**src/rtl/isqrt_iter_fsm.sv**
```systemverilog
// Iterative restoring integer square root: y = floor(sqrt(x)) for a 32-bit radicand.
// Resolves BITS_PER_CYCLE result bits per clock, giving a fixed latency of 16/BITS_PER_CYCLE+1 cycles.
module isqrt_iter_fsm #(
    parameter int BITS_PER_CYCLE = 1
) (
    input  logic        clk,
    input  logic        rst,
    input  logic        x_vld,
    input  logic [31:0] x,
    output logic        y_vld,
    output logic [15:0] y,
    output logic        busy
);
    // Handshake: x_vld is a one-cycle request strobe, honoured only when busy is low
    // (IDLE or DONE); y_vld is a one-cycle strobe and y holds until the next result.
    localparam int ITER = 16 / BITS_PER_CYCLE;

    typedef enum logic [1:0] {
        IDLE = 2'd0,
        CALC = 2'd1,
        DONE = 2'd2
    } state_t;

    state_t      state, state_nxt;
    logic [31:0] x_sh;
    logic [17:0] rem;
    logic [15:0] root;
    logic [3:0]  cnt;

    logic [31:0] x_sh_nxt;
    logic [17:0] rem_nxt;
    logic [15:0] root_nxt;
    logic [17:0] trial;
    logic        accept;

    // BITS_PER_CYCLE unrolled restoring steps on the current partial remainder and root.
    always_comb begin
        x_sh_nxt = x_sh;
        rem_nxt  = rem;
        root_nxt = root;
        trial    = '0;
        for (int i = 0; i < BITS_PER_CYCLE; i++) begin
            rem_nxt  = {rem_nxt[15:0], x_sh_nxt[31:30]};
            x_sh_nxt = {x_sh_nxt[29:0], 2'b00};
            trial    = {root_nxt, 2'b01};
            if (rem_nxt >= trial) begin
                rem_nxt  = rem_nxt - trial;
                root_nxt = {root_nxt[14:0], 1'b1};
            end else begin
                root_nxt = {root_nxt[14:0], 1'b0};
            end
        end
    end

    assign accept = x_vld && (state != CALC);

    always_comb begin
        state_nxt = state;
        case (state)
            IDLE:    if (x_vld) state_nxt = CALC;
            CALC:    if (cnt == 4'd0) state_nxt = DONE;
            DONE:    state_nxt = x_vld ? CALC : IDLE;
            default: state_nxt = IDLE;
        endcase
    end

    always_ff @(posedge clk or posedge rst) begin
        if (rst) begin
            state <= IDLE;
            x_sh  <= '0;
            rem   <= '0;
            root  <= '0;
            cnt   <= '0;
            y     <= '0;
            y_vld <= 1'b0;
        end else begin
            state <= state_nxt;
            y_vld <= 1'b0;
            if (accept) begin
                x_sh <= x;
                rem  <= '0;
                root <= '0;
                cnt  <= 4'(ITER - 1);
            end else if (state == CALC) begin
                x_sh <= x_sh_nxt;
                rem  <= rem_nxt;
                root <= root_nxt;
                cnt  <= cnt - 4'd1;
                if (cnt == 4'd0) begin
                    y     <= root_nxt;
                    y_vld <= 1'b1;
                end
            end
        end
    end

    assign busy = (state == CALC);

endmodule

```
**config.mk**
```make
export PLATFORM = sky130hd
export DESIGN_NAME = isqrt_iter_fsm
export DESIGN_NICKNAME = d
export VERILOG_FILES = /design/src/rtl/isqrt_iter_fsm.sv
export SDC_FILE = /design/constraint.sdc
export NUM_CORES = 1
export LEC_CHECK = 0
export BUFFER_PORTS_ARGS = -buffer_cell sky130_fd_sc_hd__buf_2
export CAP_MARGIN = 20
export CORE_MARGIN = 1
export CORE_UTILIZATION = 59
export DETAILED_ROUTE_END_ITERATION = 10
export PLACE_DENSITY = 0.8
export SYNTH_ARGS = -nofsm -noshare
export SYNTH_HDL_FRONTEND = slang
export SYNTH_SLANG_ARGS = --single-unit
```
**constraint.sdc**
```tcl
create_clock -name clk -period 2.88 [get_ports clk]
set_input_delay 0 -clock clk [delete_from_list [all_inputs] [get_ports clk]]
set_output_delay 0 -clock clk [all_outputs]
set_load 0.02 [all_outputs]
```
# --- Yosys cells after proc, flatten, opt, wreduce, memory -nomap -nowiden ---
# Cells that the tools add are included.
totals:
  regBits: 87
  latch_bits: 0
  mem_bits_rw: 0
  rom_bits: 0
  in_bits: 35
  mem_count: 0
classes:
  add_sub_neg: 2
  multipliers: 0
  n_div: 0
  n_lt_le_gt_ge: 1
  n_eq_ne: 5
  shifts: 0
  n_mux: 17
  bitwise: 1
  reduce_logical: 6
ops:
  columns: ["operator", "n"]
  rows:
  - ["$mux 16", 5]
  - ["$mux 32", 2]
  - ["$ge 18x18->1", 1]
  - ["$sub 16x16->16", 1]
  - ["$mux 4", 2]
  - ["$pmux 2 s3", 1]
  - ["$mux 1", 5]
  - ["$logic_not 4->1", 1]
  - ["$mux 2", 2]
  - ["$ne 2x1->1 const B", 2]
  - ["$sub 4x1->4 const B", 1]
  - ["$reduce_and 3->1", 1]
  - ["$eq 2x1->1 const B", 1]
  - ["$eq 2x2->1 const B", 1]
  - ["$logic_not 2->1", 1]
  - ["$ne 2x2->1 const B", 1]
  - ["$reduce_and 2->1", 1]
  - ["$reduce_bool 2->1", 1]
  - ["$logic_and 1x1->1", 1]
  - ["$not 1->1", 1]

# --- Depth between registers and ports, before layout ---
depth:
  depth_word: 4
  ltp_mapped: 10

# --- Worst setup path after synthesis ---
# No wires, ideal clock.
synth_timing:
  path_type: "reg2reg"
  startpoint: "register rem[5]"
  endpoint: "register rem[4]"
  setup_ns: 0.126
  arrival_ns: 2.115
  path_slack_ns: 0.638
  stages_incl_launch_ff: 10
  synth_period_minus_slack_ns: 2.242
  cell_sequence: "dfrtp_1 > ha_1 > buf_6 > a211oi_2 > nor2_2 > a211o_1 > o211ai_4 > buf_6 > a211oi_1 > a311o_1"
synth_between:
  elab_chain_cells: 4
synth_rtl:
  columns: ["item", "line_no", "rtl"]
  rows:
  - ["from (decl)", "26", "logic [17:0] rem;"]
  - ["from (signal assigned)", "86", "rem <= rem_nxt;"]
  - ["$ge 18x18->1", "46", "if (rem_nxt >= trial) begin"]
  - ["$mux 16", "46", null]
  - ["$mux 16", "84", "end else if (state == CALC) begin"]
  - ["$mux 16", "79", "if (accept) begin"]
# Every way passes these cells. The select of a mux whose other input is x is not followed.
# A chain may end at the register's enable or synchronous reset.

# --- Worst setup path in the final report ---
layout_timing:
  startpoint: "register rem[5]"
  endpoint: "register rem[5]"
# Same word-level chain as after synthesis.

==> run metrics <==
status=finished, final reports clean; largest net degree at the start of global routing=52; synthesized net count=543; Peak VDD IR=0.636 mV; starting DRC count in detailed routing=between 200 and 250; CP required=3.13 ns; All-Layer GR Usage=around 30%; Min-Delay Path Depth=3; clock power share=around 12%; Reg clk slew, reported paths=0.08 ns; CTS Hold Bufs=32; Final Cell Area=5510 um2; CTS resizes=0; Tot Pwr=around 7000 uW; Die X=90.9 um; Ports=between 50 and 60; initial antenna violation count=0; Max Slew Vio Count=0; top-area cell type share of the netlist area=between 40% and 50%; asr flop ratio synth=between 90% and 100%; post-synth top area cell=dfrtp_1; Fin Setup TNS=0 ns; die area=8270 um2; setup ws final=approximately 0.32 ns; buffer and inverter count on the worst path=0; CTS tree=built; Num CTS Buffers=9; EDFF count, synth=0; Starting Density=about three fifths; Worst path slowest cell=o211ai_4; Post-CTS Setup Repair Bufs=0; First-pass DRT Iterations=6; Synth-to-Final Area Change=18.0%; Min-Delay Path Class=in -> reg; via count=slightly above 4000; Psw=approximately 3200 uW; largest family of logic cells by synthesized area=compound AO/OA/AOI/OAI gates; crit path kind=reg -> reg; CP max FO=16; RSZ-0062 raised after global routing=false; most common cell in the netlist=dfrtp_1; Place WS=0.356 ns; Combinational Power Share=57.4%; drt wl/cell=17.3 um; final setup vio count=0; Leakage=roughly 0.0026 uW; mux share of post-synthesis cell area=under 10%; Core Rows=32; Worst-Margin Slew=between 0.7 and 0.8 ns; family with the most delay on the worst path=compound AO/OA/AOI/OAI gates; CP Data Arrival Time=2.81 ns; Cells after Synth=a little under 500; synth warn=0; PortBufs=52; Total Routed Length=approximately 11000 um; Int Pwr=around 3800 uW; fin nets=between 600 and 700; clk_lat worst skew=between 0.3 and 0.4 ns; Synth Area in Adders=under 10%; Reg2Reg Depth=7; post-synthesis simple-gate area fraction=12.6%; CP Capture Type=register; crit start category=register; Hold Vio Cnt, Final=0; Yosys reg bits=a little under 90; clk sinks=between 80 and 90; part of the cycle the worst path needs=between 80% and 90%; crit path time final=between 2 and 3 ns; vias in the first global route=4059; DRC Markers=0; worst path cell trace=ha_1 -> a211oi_2 -> nor2_2 -> a211o_1 -> o211ai_4 -> a211oi_1 -> a311o_1; Synth Area in XOR/XNOR=between 2 and 2.5%; FF-to-FF Start=rem[5]; compound-cell area share of the yosys netlist=a little over a fifth; final clock skew=0.00853 ns; root buf cell=clkbuf_8; first-pass GRT wire length=19100 um; ys flop type=dfrtp_1; sw frac=45.9%; Slew HR=50.2%; GPL Wtd Cong=approximately 0.86; post-place instance area=4990 um2; Reg2Reg Setup Slack=about 0.32 ns; post-synthesis sequential area ratio=between 40 and 50%; Worst Hold Launch=x[7]; CTS H-tree lvls=3; Cell variety after synth=48; synthesized cell area=approximately 4700 um2; DRT antenna net count=0; CP max stage delay=0.45 ns; top cells by area, synth=dfrtp_1, mux2i_1, o21ai_0; f_max=0.390 GHz; Max-Cap Viols=0; Die Y-Extent=90.9 um; Vias/cell=a little over 6; layout cell share with drive strength beyond 1=roughly 15%; Seq pwr share=a little under a third; core area=7690 um2; sink of the worst hold path=x_sh[7]; reg2reg end=rem[5]; Antenna Cells=0; leading cell types by count after synthesis=dfrtp_1, nand2_1, o21ai_0; Mean Syn Cell Area=about 9.5 um2; gr ovfl total=0; Max Root-Sink Buffers=2; DP HPWL=approximately 6800 um; PD cells=between 1000 and 1500 nW/um2
stage by stage:
| step | util, % | hold WS (ns) | cells |
|---|---|---|---|
| 2_1_floorplan | - | 0.156 | 489 |
| 3_3_place_gp | 64.7 | 0.250 | 617 |
| 3_5_place_dp | 64.9 | 0.0315 | 618 |
| 4_1_cts | 71.7 | 0.00123 | 665 |
| 5_1_grt | 71.7 | 0.115 | 665 |
| 6_report | 71.7 | 0.157 | 665 |
state kept, by name (all words and copies together) (netlist names):
| name | cells |
|---|---|
| x_sh | 32 |
| cnt | 4 |
| rem | 16 |
| state | 2 |
| y_vld | 1 |
| root | 16 |
| y | 16 |
final cells by class:
| type | count | area (um2) |
|---|---|---|
| Clock buffer | 12 | 155 |
| Tap cell | 102 | 128 |
| Timing Repair Buffer | 93 | 673 |
| Fill cell | 558 | 2180 |
| Inverter | 27 | 103 |
| Sequential cell | 87 | 2180 |
| Multi-Input combinational cell | 341 | 2230 |
| Clock inverter | 3 | 42.5 |
cell usage in the layout (no fill, tap or decap), types with 2 or more instances in the layout:
master         Yosys  layout
inv_1             26      25
and3_1            14      14
xnor2_1            6       6
clkinv_2           0       2
buf_4              1       7
buf_12             0       2
clkbuf_8           0      11
nor3_1             6       6
a211oi_1           9       9
a31oi_1            2       2
a21oi_1           17      17
o211a_1            3       3
mux2i_1           32      32
nor4_1             2       2
o21ai_0           62      62
nor2_1            13      13
nand3_1            5       5
a21o_1             4       4
nand4_1            5       5
buf_2              3      52
o21ai_1            2       2
o21a_1             2       2
nand2_1           73      73
dlygate4sd3_1      0      32
dfrtp_1           87      87
o211ai_1           3       3
a41oi_1            5       5
ha_1              19      19
xor2_1             6       6
a311o_1            9       9
o31ai_1           22      22
nand2b_1           4       4
how the worst max path moves through the flow:
stage | startpoint | slack (ns) | depth (start not counted) | end
6_report | rem[5] | 0.32 | 7 | rem[5]
5_1_grt | root[5] | 0.18 | 8 | rem[7]
4_1_cts | root[5] | 0.34 | 8 | rem[2]
3_5_place_dp | root[5] | 0.36 | 8 | rem[2]
3_3_place_gp | rem[5] | 0.43 | 7 | rem[5]
2_1_floorplan | rst | 0.63 | 1 | cnt[0]
worst min-delay path, cell delays in order:
cell and delay [ns]:
buf_2 0.09, mux2i_1 0.10, o21ai_0 0.28
power groups by stage:
stage,Combinational (uW),Clock (uW),Sequential (uW)
after floorplan,3030,0,2140
after global placement,3750,0,2090
after detailed placement,3890,0,2120
after CTS,3940,882,2100
after global routing,4460,924,2180
final,4030,870,2120
per-layer routing:
metal  vias to the layer above  wire length (um)  track usage, %
li1                       1880                 -               -
met2                       159              5800            51.1
met3                        43               652            7.54
met1                      1943              4670            34.8
met4                         0               359            12.3
met5                         -                 0               0
cells by family after synthesis:
group / Yosys count
AOI/OAI and AO/OA: 149
xor gates and xnor gates: 12
adders and majority gates: 19
buffers and inverters: 61
DFF: 87
muxes: 32
and+or+nand+nor: 129
(Power assumes the default switching activity.)
